[src/rtl/rf_seq_ctrl.sv]
// rf_seq_ctrl: start/done sequencer for the shared register-file + ALU datapath.
// A job seeds R[base] and R[base+1], then runs COUNT recurrence steps
// R[base+k+2] = R[base+k] op R[base+k+1], one step per cycle.
//
// Handshake: start is a level request sampled only in IDLE. There is no ready.
// An accepted start shows up as busy=1 in the next cycle. A rejected start shows
// up as a one-cycle err pulse in the next cycle. A start seen in any other state
// is dropped and must be re-presented once the block is back in IDLE.
module rf_seq_ctrl #(
    parameter int ADDR_W = 6,
    parameter int DATA_W = 32,
    parameter int DEPTH  = 64
) (
    input  logic              clk,
    input  logic              rst_n,
    input  logic              start,
    input  logic [ADDR_W-1:0] base_addr,
    input  logic [ADDR_W-1:0] count,
    input  logic [DATA_W-1:0] seed_a,
    input  logic [DATA_W-1:0] seed_b,
    input  logic [2:0]        op_in,
    input  logic              hold,
    output logic [ADDR_W-1:0] raddr1,
    output logic [ADDR_W-1:0] raddr2,
    output logic [ADDR_W-1:0] waddr,
    output logic              we,
    output logic              wsel,
    output logic [DATA_W-1:0] wseed,
    output logic [2:0]        alu_op,
    output logic              busy,
    output logic              done,
    output logic              err,
    output logic [2:0]        dbg_state
);

    typedef enum logic [2:0] {
        S_IDLE  = 3'd0,
        S_SEED0 = 3'd1,
        S_SEED1 = 3'd2,
        S_RUN   = 3'd3,
        S_DONE  = 3'd4
    } state_t;

    localparam logic [ADDR_W:0]   LAST_ADDR = (ADDR_W+1)'(DEPTH-1);
    localparam logic [ADDR_W:0]   ONE_EXT   = (ADDR_W+1)'(1);
    localparam logic [ADDR_W-1:0] A1        = ADDR_W'(1);
    localparam logic [ADDR_W-1:0] A2        = ADDR_W'(2);

    state_t            state_q, state_d;
    logic [ADDR_W-1:0] k_q, k_d;
    logic [ADDR_W-1:0] base_q, count_q;
    logic [DATA_W-1:0] seed_a_q, seed_b_q;
    logic [2:0]        op_q;
    logic              err_q;
    logic              accept, reject;

    // Highest register the requested job would write, computed one bit wider so
    // that base+count+1 cannot wrap past the top of the file.
    logic [ADDR_W:0]   top_addr;
    logic              start_bad;
    assign top_addr  = {1'b0, base_addr} + {1'b0, count} + ONE_EXT;
    assign start_bad = (count == '0) || (top_addr > LAST_ADDR);

    assign err       = err_q;
    assign alu_op    = op_q;
    assign dbg_state = state_q;

    // State, step counter, job latches and the registered err pulse.
    always_ff @(posedge clk or negedge rst_n) begin
        if (!rst_n) begin
            state_q  <= S_IDLE;
            k_q      <= '0;
            base_q   <= '0;
            count_q  <= '0;
            seed_a_q <= '0;
            seed_b_q <= '0;
            op_q     <= '0;
            err_q    <= 1'b0;
        end else begin
            state_q <= state_d;
            k_q     <= k_d;
            err_q   <= reject;
            if (accept) begin
                base_q   <= base_addr;
                count_q  <= count;
                seed_a_q <= seed_a;
                seed_b_q <= seed_b;
                op_q     <= op_in;
            end
        end
    end

    // Next-state logic and output decode from the registered state.
    always_comb begin
        state_d = state_q;
        k_d     = k_q;
        accept  = 1'b0;
        reject  = 1'b0;
        raddr1  = '0;
        raddr2  = '0;
        waddr   = '0;
        we      = 1'b0;
        wsel    = 1'b0;
        wseed   = '0;
        busy    = 1'b0;
        done    = 1'b0;
        case (state_q)
            S_IDLE: begin
                if (start) begin
                    if (start_bad) begin
                        reject = 1'b1;
                    end else begin
                        accept  = 1'b1;
                        k_d     = '0;
                        state_d = S_SEED0;
                    end
                end
            end
            S_SEED0: begin
                busy  = 1'b1;
                waddr = base_q;
                wseed = seed_a_q;
                we    = !hold;
                if (!hold) state_d = S_SEED1;
            end
            S_SEED1: begin
                busy  = 1'b1;
                waddr = base_q + A1;
                wseed = seed_b_q;
                we    = !hold;
                if (!hold) state_d = S_RUN;
            end
            S_RUN: begin
                busy   = 1'b1;
                raddr1 = base_q + k_q;
                raddr2 = base_q + k_q + A1;
                waddr  = base_q + k_q + A2;
                wsel   = 1'b1;
                we     = !hold;
                if (!hold) begin
                    k_d = k_q + A1;
                    if (k_q == count_q - A1) state_d = S_DONE;
                end
            end
            S_DONE: begin
                done    = 1'b1;
                state_d = S_IDLE;
            end
            default: state_d = S_IDLE;
        endcase
    end

endmodule

[config.mk]
export PLATFORM = sky130hd
export DESIGN_NAME = rf_seq_ctrl
export DESIGN_NICKNAME = d
export VERILOG_FILES = /design/src/rtl/rf_seq_ctrl.sv
export SDC_FILE = /design/constraint.sdc
export NUM_CORES = 1
export LEC_CHECK = 0
export CAP_MARGIN = 30
export CELL_PAD_IN_SITES_DETAIL_PLACEMENT = 1
export CELL_PAD_IN_SITES_GLOBAL_PLACEMENT = 2
export CORE_AREA = 3 3 129 131
export DETAILED_ROUTE_END_ITERATION = 8
export DIE_AREA = 0 0 132 134
export PLACE_DENSITY = 0.8
export SLEW_MARGIN = 40
export SYNTH_ARGS = -nofsm -noshare
export SYNTH_HDL_FRONTEND = slang
export SYNTH_SLANG_ARGS = --single-unit
[constraint.sdc]
create_clock -name clk -period 3.2 [get_ports clk]
set_clock_uncertainty 0.05 [all_clocks]
set_input_delay 0.64 -clock clk [delete_from_list [all_inputs] [get_ports clk]]
set_output_delay 0.64 -clock clk [all_outputs]
set_load 0.01 [all_outputs]
### Word-level counts from Yosys, hierarchy flattened

Index checks and enable logic that the tools add are counted.

* mux-type cells: 25
* bitwise gates (word level): 0
* divide/modulo/power cells: 0
* add/subtract/negate cells: 8
* multipliers: 0
* reductions and logical operators: 8
* shifts and indexed selects: 0
* equal/unequal tests: 11
* order comparisons: 1

Operator list (count)
* one-hot mux 32 bit (2 select lines): 1
* 2-to-1 mux 6 bit: 5
* adder 6 x 1 -> 6 bit, second input constant: 3
* 2-to-1 mux 3 bit: 6
* one-hot mux 6 bit (3 select lines): 1
* inequality test 2 bit, second input constant: 6
* one-hot mux 3 bit (4 select lines): 1
* one-hot mux 6 bit (2 select lines): 1
* 2-to-1 mux 1 bit: 10
* adder 6 x 6 -> 7 bit: 1
* adder 7 x 1 -> 7 bit, second input constant: 1
* greater-than comparator 7 x 6 -> 1 bit, second input constant: 1
* adder 6 x 2 -> 6 bit, second input constant: 1
* adder 6 bit: 1
* == test 3 x 2 -> 1 bit, second input constant: 2
* == test 6 bit: 1
* zero test 6 bit: 1
* AND reduction 6 bit: 1
* subtractor 6 x 1 -> 6 bit, second input constant: 1
* AND reduction 4 bit: 1
* == test 3 x 1 -> 1 bit, second input constant: 1
* == test 3 bit, second input constant: 1
* zero test 3 bit: 1
* OR reduction 3 bit: 1
* other kinds (3): 3

* register bits: 89
* memories: 0
* ROM bits: 0
* latch bits: 0
* memory bits (writable): 0
* output and inout port bits: 61
* word-level logic and storage cells: 61
* input port bits: 83

### Longest topological paths before layout

* depth in word-level cells: 7
* mapped depth: 11

### Worst setup path after synthesis

OpenSTA, ideal clock, no wires.

* kind: register to output
* start point: reg base_q[0]
* end point: out waddr[5]
* setup slack: 339 ps
* path buffers: 0
* required time: 2510 ps
* stages on the path, launching flop included: 10
* arrival time: 2171 ps
* cells stage by stage: dfrtp_1 > ha_1 > inv_1 > fa_1 > nand2b_1 > a21oi_1 > xor2_1 > nand3_1 > xnor2_1 > o221ai_1

* word-level cells in the longest chain between the ends: 3

Ends and longest elaborated chain
* from (decl): RTL line 51 `logic [ADDR_W-1:0] base_q, count_q;`
* from (signal assigned): RTL line 84 `base_q <= base_addr;`
* adder 6 bit: RTL line 137 `waddr = base_q + k_q + A2;`
* adder 6 x 2 -> 6 bit: RTL line 137
* one-hot mux 6 bit (3 select lines) (*): RTL line 107 `case (state_q)`
* to (decl): RTL line 25 `output logic [ADDR_W-1:0] waddr,`

Every way passes the cells marked *; elsewhere a longest branch is shown, timed or not.

### Final worst setup path

Same ends and word-level chain as after synthesis.

==> flow_summary.yaml <==
global_route:
  grt_pass1_vias: 4214
  antenna_found_initial: 0
  gr-usage-all-layers_pct: 15.9
  grt_remaining_overflow: 0
  grt_pass1_wl_microns: 22400
  grt_max_degree: 46
clock_network:
  clockBufferDepth: 2
  clkLatencyLatePin_ps: 340
  cts_sinks: 89
  postCtsHoldBufs: 0
  cts_root_buf: "clkbuf_16"
  cts.clk_slew.worst_paths_ps: 60
  h-tree-depth: 3
  cts_buffers: 9
  cts_tree: "built"
floorplanning:
  start_util_pct: 30.4
  io_pins: 144
  die_h_microns: 134
  die_area_sq_um: 17700
  core-area_sq_um: 15700
  fp.dieW_microns: 132
  placementRows: 46
timing:
  worst_pin_slew_ps: 563
  hold_viol_final: 0
  rsz0062_at_grt: "yes"
  min_period_ps: 3180
  fmax_mhz: 315
  final-setup-viol-count: 0
  hold_slack_ps: 245
  relSlewSlack_pct: 61.5
  drv_slew: 0
  final.period_utilization_pct: 99.2
  setup_tns_ps: 0
synth:
  synthFlopType: "dfrtp_1"
  ys_ff_latch: 89
  synthCells: 379
  synth_top_area_share_pct: 46.7
  avgSynthCellArea_sq_um: 12.6
  netlist_top_cells_area: "dfrtp_1, mux2_4, mux2_2"
  yosysTopAreaCell: "dfrtp_1"
  async_flop_share_pct: 100
  ys_types: 39
  synth_edf_count: 0
  synth.most_common_cell: "dfrtp_1"
  ys_seq_area_share_pct: 46.7
  synth_nets: 479
  synth_common_cells: "dfrtp_1, mux2_4, mux2_2"
  ys_warn_count: 0
  syn_area_sq_um: 4770
place:
  dp_hpwl_microns: 10500
  portBuffers: 143
  gp_congestion: 0.812
final_layout:
  syn2layout_area_growth_pct: 49.3
  diodes: 0
  fin_nets: 653
  final_util_pct: 45.3
  layout-drive-gt1-share_pct: 29.4
pwr:
  power_density_nw_per_um2: 1060
  ir_drop_mv: 0.411
  leakage_uw: 0.00309
route:
  ant_nets: 0
  drc_errors: 0
  dr_total_vias: 3668
  finalWirelength_microns: 14000
  drt_iter0_drc: 119
  drt_pass1_iterations: 4
  avgViaCountPerCell: 4.74
  avgRoutedWirePerCell_microns: 18.1
setup_path:
  startpoint_type: "flip-flop"
  cp_max_fo: 2
  arrival_ps: 2490
  required_ps: 2510
  setup.worst_path.class: "reg -> out"
  endpoint_kind: "primary output"
worst_hold_path:
  hold_class: "in -> async"
status:
  status: "finished clean"
job:
  drv_cap: 0
-- cell usage in the layout, fill, tap and decap left out, types with 4 or more instances in the layout --
master	n
clkdlybuf4s50_1	130
dfrtp_1	86
mux2_4	41
mux2_2	37
a22o_1	33
buf_4	32
nor2_1	27
inv_1	12
ha_1	12
xor2_1	11
xnor2_1	9
o21ai_0	9
clkbuf_16	9
nand2_1	7
nand3_1	6
buf_12	6
and2_1	5
or3_1	5
mux2i_1	4
dlygate4sd2_1	4
buf_2	4
-- stage by stage --
stage               power (uW)  instances  cell area (sq um)  worst slack, ps
finish                    7530        774               7120             24.3
global route              8070        774               7120             -115
CTS                       7470        771               7030            -96.6
detailed placement        6270        751               6680            -56.5
global placement          6140        751               6680             24.9
floorplan                 4320        379               4770              339
-- power breakdown --
| part | leakage (uW) | switching [uW] | internal, uW |
|---|---|---|---|
| logic | 0.00187 | 1860 | 2520 |
| registers | 0.00107 | 396 | 1670 |
| clock network | 0.000148 | 467 | 617 |
| total | 0.00309 | 2730 | 4810 |
-- metal layers --
layer	GRT usage [%]	wire (microns)	up-vias	share of wire, %
li1	-	-	1706	-
met1	18.8	5800	1840	41
met2	27.0	6950	108	50
met3	5.74	1070	14	7.6
met4	4.96	196	0	1.4
met5	0	0	-	0
-- cell families after synthesis --
family	after synthesis	share of synthesized area [%]
buffers and inverters	32	3.57
and+or+nand+nor	71	7.79
muxes	82	22.5
adders and majority gates	17	4.77
DFF	89	46.7
AOI/OAI and AO/OA	62	9.94
xor gates and xnor gates	26	4.77
-- path summary, 6_finish.rpt --
path / slack [ps] / endpoint / startpoint / depth (start not counted)
min in group clk: 460 / seed_b_q[14] / seed_b_q[14] / 1
max in group asynchronous: 2090 / dbg_state[1] / rst_n / 2
hold reg to reg: 460 / seed_b_q[14] / seed_b_q[14] / 1
hold / removal: 250 / alu_op[0] / rst_n / 1
setup / recovery: 20 / waddr[5] / base_q[0] / 11
setup reg to reg: 960 / dbg_state[1] / count_q[0] / 6
-- flip-flops by register name (all words and copies together) (netlist names) --
signal     cells
err            1
base_q         6
seed_a_q      32
seed_b_q      32
k_q            6
dbg_state      3
alu_op         3
count_q        6
-- worst max-delay path, stage by stage (launching register included) --
cell	delay, ps
dfrtp_1	350
ha_2	190
inv_2	40
fa_2	360
nand2b_4	160
a21oi_4	160
xor2_2	190
buf_4	150
nand3_4	70
xnor2_2	140
o221ai_2	180
buf_2	160
-- final cells by class --
cell class,instances,area [sq um]
Inverter,13,48.8
Multi-Input combinational cell,258,2500
Tap cell,216,270
Timing Repair Buffer,182,1770
Clock buffer,10,229
Sequential cell,89,2230
Clock inverter,6,73.8
Fill cell,1670,8590
-- repair_timing --
item / CTS / global route
cloned: 0 / 0
gates resized for setup: 32 / 23
setup endpoints to repair: 44 / 38
pin swaps: 3 / 12
buffers inserted: 4 / 4
(Power assumes the default switching activity.)
